$ cat src/rtl/inst_encoder.sv
// Instruction encoder: turns op/src/arg field sets into 16-bit words and
// streams each word as two bytes (high then low) over a valid/ready port.
module inst_encoder (
    input  logic        clk,
    input  logic        rst,
    input  logic        in_valid,
    output logic        in_ready,
    input  logic [2:0]  op,
    input  logic [2:0]  src,
    input  logic [10:0] arg,
    output logic [7:0]  out_data,
    output logic        out_valid,
    input  logic        out_ready,
    output logic        out_last,
    output logic        err,
    input  logic        err_clr,
    output logic [7:0]  word_count
);

    localparam int unsigned WORD_W = 16;
    localparam int unsigned BYTE_W = 8;

    typedef enum logic [1:0] {
        S_IDLE,
        S_HI,
        S_LO
    } state_t;

    state_t              r_state;
    state_t              w_nxt_state;
    logic [WORD_W-1:0]   r_word;
    logic [WORD_W-1:0]   w_enc;
    logic [WORD_W-1:0]   w_base;
    logic                w_illegal;
    logic                w_accept;
    logic                w_hs;
    logic [BYTE_W-1:0]   w_nxt_data;
    logic                w_nxt_valid;
    logic                w_nxt_last;

    assign in_ready = (r_state == S_IDLE) | ((r_state == S_LO) & out_ready);
    assign w_accept = in_valid & in_ready;
    assign w_hs     = out_valid & out_ready;

    // Field encoder; ALU/memory ops with an out-of-range source encode as zero
    always_comb begin
        w_enc     = '0;
        w_base    = '0;
        w_illegal = 1'b0;
        case (op)
            3'd2:    w_base = 16'h8000;
            3'd3:    w_base = 16'h9000;
            3'd4:    w_base = 16'h8800;
            3'd5:    w_base = 16'h9800;
            default: w_base = '0;
        endcase
        case (op)
            3'd0: w_enc = 16'h0000;
            3'd1: w_enc = 16'h0800;
            3'd2, 3'd3, 3'd4, 3'd5: begin
                if (src > 3'd4) begin
                    w_illegal = 1'b1;
                end else begin
                    w_enc = w_base | {5'b0, src, arg[7:0]};
                end
            end
            3'd6:    w_enc = 16'hC000 | {5'b0, arg};
            default: w_enc = 16'hF000 | {11'b0, arg[1], 3'b0, arg[0]};
        endcase
    end

    always_ff @(posedge clk) begin
        if (rst) begin
            r_state <= S_IDLE;
        end else begin
            r_state <= w_nxt_state;
        end
    end

    // Next state and next output-register values
    always_comb begin
        w_nxt_state = r_state;
        w_nxt_data  = out_data;
        w_nxt_valid = out_valid;
        w_nxt_last  = out_last;
        case (r_state)
            S_IDLE: begin
                if (w_accept) begin
                    w_nxt_state = S_HI;
                    w_nxt_data  = w_enc[15:8];
                    w_nxt_valid = 1'b1;
                    w_nxt_last  = 1'b0;
                end
            end
            S_HI: begin
                if (w_hs) begin
                    w_nxt_state = S_LO;
                    w_nxt_data  = r_word[7:0];
                    w_nxt_last  = 1'b1;
                end
            end
            S_LO: begin
                if (w_hs) begin
                    if (w_accept) begin
                        w_nxt_state = S_HI;
                        w_nxt_data  = w_enc[15:8];
                        w_nxt_valid = 1'b1;
                        w_nxt_last  = 1'b0;
                    end else begin
                        w_nxt_state = S_IDLE;
                        w_nxt_valid = 1'b0;
                        w_nxt_last  = 1'b0;
                    end
                end
            end
            default: begin
                w_nxt_state = S_IDLE;
                w_nxt_valid = 1'b0;
                w_nxt_last  = 1'b0;
            end
        endcase
    end

    always_ff @(posedge clk) begin
        if (rst) begin
            r_word     <= '0;
            out_data   <= '0;
            out_valid  <= 1'b0;
            out_last   <= 1'b0;
            err        <= 1'b0;
            word_count <= '0;
        end else begin
            out_data  <= w_nxt_data;
            out_valid <= w_nxt_valid;
            out_last  <= w_nxt_last;
            if (w_accept) begin
                r_word <= w_enc;
            end
            // Setting an error wins over a simultaneous clear
            if (w_accept && w_illegal) begin
                err <= 1'b1;
            end else if (err_clr) begin
                err <= 1'b0;
            end
            if ((r_state == S_LO) && w_hs) begin
                word_count <= word_count + 8'd1;
            end
        end
    end

endmodule

$ cat config.mk
export PLATFORM = sky130hd
export DESIGN_NAME = inst_encoder
export DESIGN_NICKNAME = d
export VERILOG_FILES = /design/src/rtl/inst_encoder.sv
export SDC_FILE = /design/constraint.sdc
export NUM_CORES = 1
export LEC_CHECK = 0
export BUFFER_PORTS_ARGS = -buffer_cell sky130_fd_sc_hd__buf_2
export CAP_MARGIN = 20
export CORE_UTILIZATION = 30
export CTS_BUF_LIST = sky130_fd_sc_hd__clkbuf_16
export DETAILED_ROUTE_END_ITERATION = 8
export SLEW_MARGIN = 0
export SYNTH_ARGS = -nofsm -noshare
export SYNTH_HDL_FRONTEND = slang
export SYNTH_SLANG_ARGS = --single-unit
$ cat constraint.sdc
create_clock -name clk -period 1.3 [get_ports clk]
set_input_delay 0.26 -clock clk [delete_from_list [all_inputs] [get_ports clk]]
set_output_delay 0.26 -clock clk [all_outputs]
set_load 0.02 [all_outputs]
* Word level (Yosys, flattened, before mapping)
Cells that the tools add are included.
** Cells by class
- Magnitude comparators :: 1
- Eq/ne operators :: 11
- Muxes and demuxes :: 24
- Add/subtract/negate cells :: 1
- Bitwise gates (word level) :: 6
- Reduce and logical (&&, ||, !) cells :: 10
** Operator list (number)
- $pmux 16 s4 :: 2
- $mux 8 :: 3
- $pmux 8 s3 :: 1
- $mux 16 :: 1
- $or 16x11->16 :: 1
- $mux 1 :: 11
- $eq 3x3->1 const B :: 3
- $reduce_and 3->1 :: 3
- $add 8x1->8 const B :: 1
- $eq 3x2->1 const B :: 2
- $mux 2 :: 3
- $ne 2x2->1 const B :: 3
- $pmux 1 s3 :: 2
- $pmux 2 s3 :: 1
- $reduce_or 4->1 :: 1
- $and 1x1->1 :: 3
- $eq 3x1->1 const B :: 1
- $gt 3x3->1 const B :: 1
- $logic_not 3->1 :: 1
- $reduce_bool 3->1 :: 1
- $eq 2x1->1 const B :: 1
- $eq 2x2->1 const B :: 1
- $logic_and 1x1->1 :: 2
- $logic_not 2->1 :: 1
- other kinds (3) :: 3
** Word-level totals
- Register bits :: 29
- Input port bits :: 22
- Word-level logic and storage cells :: 60

* Logic depth before layout (Yosys ltp)
- Depth after elaboration :: 8
- Depth in mapped cells :: 6
- Depth with buffers taken out :: 5

* Worst setup path after synthesis
No wires, ideal clock.
- Path type :: register to register
- Start point :: reg, netlist name out_last
- End point :: reg word_count[4]
- Clock period less this slack :: 1.358 ns
- Setup time :: 0.128 ns
- Slack :: -0.058 ns
- Data required time :: 1.172 ns
- Data arrival time :: 1.231 ns
- Stages on the path, launching flop included :: 6
- Cell sequence :: dfxtp_1 and4b_1 buf_4 nand4_1 xor2_1 nor2_1
** RTL lines
- to (signal assigned) :: line 146 : word_count <= word_count + 8'd1;
- to (decl) :: line 17 : output logic [7:0] word_count

==> qor.yml <==
detailed_routing:
  initialDrtViolationCount: 104
  wirelength_met1_mm: 1.74
  dr_wl_met2_mm: 1.61
  dr.pass1.iters: 4
  viasPerCell: 4.81
  post_drt_wl_per_cell_um: 12.2
  met3_length_um: 90
  ant_nets: 0
  routed_wl_mm: 3.47
  drcViolationCount: 0
  num_vias: 1367
  top_layer: "met4"
critical_path:
  timing.rr.start: "out_last$_SDFFE_PP0P_"
  arrival_ns: 1.03
  path_class: "reg2out"
  crit_fanout: 6
  crit_start: "out_last$_SDFFE_PP0P_"
  crit_required_ns: 1.04
  end_kind: "output port"
  critPathLaunchType: "flop"
power_and_ir_drop:
  p_leak_nw: 0.799
  p_int_mw: 1.71
  combinationalPowerShare_pct: 19.0
  switching_share_pct: 24.9
  p_seq_share_pct: 41.4
  p_switching_mw: 0.568
  power_mw: 2.28
  peakVddDrop_mv: 0.522
  clkPwrFrac_pct: 39.7
  power.density_nw_per_um2: 1130
synthesis:
  synth-edff-count: 0
  ys_seq_area_share_pct: 38.1
  synth_cell_types: 46
  synth_area_per_cell_sq_um: 8.82
  yosysWarnings: 0
  async_reset_ff_share_pct: 0
  yosysTopAreaCell: "dfxtp_1"
  ys.flop_type: "dfxtp_1"
  syn_area_sq_um: 1470
  ys_top_cells_by_area: "dfxtp_1, nand3b_1, nor2_1, nand2_1, o32ai_1"
  netlist.area_leader.share_pct: 38.1
  synthesis.instances: 167
  synth_seq_cells: 28
  synthesis.nets: 190
worst_hold_path:
  hold_start: "err_clr"
  hp-class: "in2reg"
floorplan:
  die_w_um: 72.1
  io_pins: 42
  rows: 25
  initial_core_util_pct: 31.2
  dieArea_sq_um: 5190
  core_area_sq_um: 4720
  die_h_um: 72.1
cells_and_area:
  seqCellArea_sq_um: 571
  layout_commonest_cell: "buf_2"
  multi_input_area_sq_um: 895
  layout_common_cells: "buf_2, dfxtp_1, nor2_1"
  n_antenna_cell: 0
  layoutNonFillerInstCount: 284
  syn_to_final_growth_pct: 36.7
  drive_gt1_share_pct: 39.6
  fillCellCount: 491
  nNetsFinal: 241
placed_design:
  pre_cts_ws_ns: -0.0141
  dp.cells: 276
  dp_hpwl_mm: 2.56
  io_buffers: 41
  gp_congestion: 0.772
timing:
  finalCritPeriodShare_pct: 99.0
  max_freq_mhz: 777
  period_minus_slack_ns: 1.29
  skew_ns: 0.00722
  hold_viol: 0
  hold_ws_ns: 0.248
  drv_slew: 0
  worst_slack_ns: 0.0127
  finalSetupViolations: 0
  rsz0062_at_grt: "true"
  max-slew-margin-rel_pct: 71.2
  tightest_slew_ns: 0.432
grt:
  grt_overflow: 0
  antenna_found_initial: 0
  grt_pass1_vias: 1239
  track_usage_pct: 13.4
  grt_max_degree: 23
  grt_pass1_wl_mm: 5.57
run:
  drv_cap: 0
cts:
  clock_latency_ns: 0.26
  htreeDepth: 1
  cts_tree: "done"
  clk_path_buf_depth: 2
  clock-sinks: 28
  clkTransAtPathRegs_ns: 0.07
  cts_root_buf: "clkbuf_16"
  cts_buffers: 3
outcome:
  status: "finished, final reports clean"
worst max-delay path: stages (launching register included):
cell and delay, ns:
dfxtp_4 0.37, and2b_4 0.20, nor2_4 0.08, buf_6 0.12
repair_timing:
item | CTS | global route
pin swaps | 0 | 10
setup buffers | 2 | 2
resized for setup | 5 | 21
hold buffers | 0 | 0
setup endpoints to repair | 3 | 19
cloned | 0 | 0
power by group through the flow:
stage                     combinational (mW)  clock [mW]  sequential, mW
after floorplan                        0.234           0           0.982
after global placement                 0.389           0           0.960
after detailed placement               0.390           0           0.961
after CTS                              0.401       0.926           0.937
after global routing                   0.469       0.960           0.947
final                                  0.432       0.903           0.941
layer usage:
layer	track usage, %	up-vias
met5	0	-
met4	3.27	0
met3	2.08	5
met2	21.6	25
met1	18.8	631
li1	-	706
logic make-up (layout without fill, tap and decap cells):
family	count (synthesis)	count (layout)	synth area share (%)
AOI/OAI and AO/OA	36	36	19.0
DFF	28	28	38.1
muxes	1	1	0.680
adders and majority gates	2	2	1.53
buffers and inverters	15	65	5.35
and+or+nand+nor	77	77	30.1
xor gates and xnor gates	8	8	5.27
worst paths after layout:
kind                         endpoint  slack [ns]  cells past startpoint
max                          in_ready        0.01                      3
min reg2reg  out_data[0]$_SDFFE_PP0P_        0.46                      2
max reg2reg  out_data[7]$_SDFFE_PP0P_        0.06                      5
min                  err$_SDFFE_PP0P_        0.25                      3
synth_stat cells, types with 2 or more instances:
| library cell | number |
|---|---|
| a211oi_1 | 4 |
| a21oi_1 | 7 |
| a311oi_1 | 2 |
| a32o_1 | 3 |
| buf_2 | 3 |
| buf_4 | 3 |
| clkbuf_1 | 2 |
| dfxtp_1 | 28 |
| inv_1 | 6 |
| nand2_1 | 14 |
| nand2b_1 | 4 |
| nand3_1 | 9 |
| nand3b_1 | 10 |
| nand4_1 | 4 |
| nand4b_1 | 2 |
| nor2_1 | 19 |
| nor3_1 | 4 |
| o21ai_0 | 4 |
| o21ai_2 | 2 |
| o32ai_1 | 6 |
| xnor2_1 | 3 |
| xor2_1 | 4 |
through the flow:
step	instance area, sq um	utilization [%]	TNS [ns]
3_3_place_gp	1800	38.0	0
5_1_grt	2010	42.6	-0.0512
6_report	2010	42.6	0
3_5_place_dp	1800	38.0	-0.0218
2_1_floorplan	1480	-	0
4_1_cts	1930	40.8	-0.0156
state kept, by name (all words and copies together) (netlist names):
signal      count
err             1
r_word          8
word_count      8
out_data        8
out_valid       1
out_last        1
r_state         1
cell type report:
cell class,count,share of cell area [%]
multi-input cells,124,44.4
flip-flops and latches,28,28.3
repair buffers,55,16.7
well taps,67,4.16
clock buffers,3,3.73
clock inverters,1,1.49
inverters,6,1.12
No activity file was read; power rests on OpenSTA's default activity.
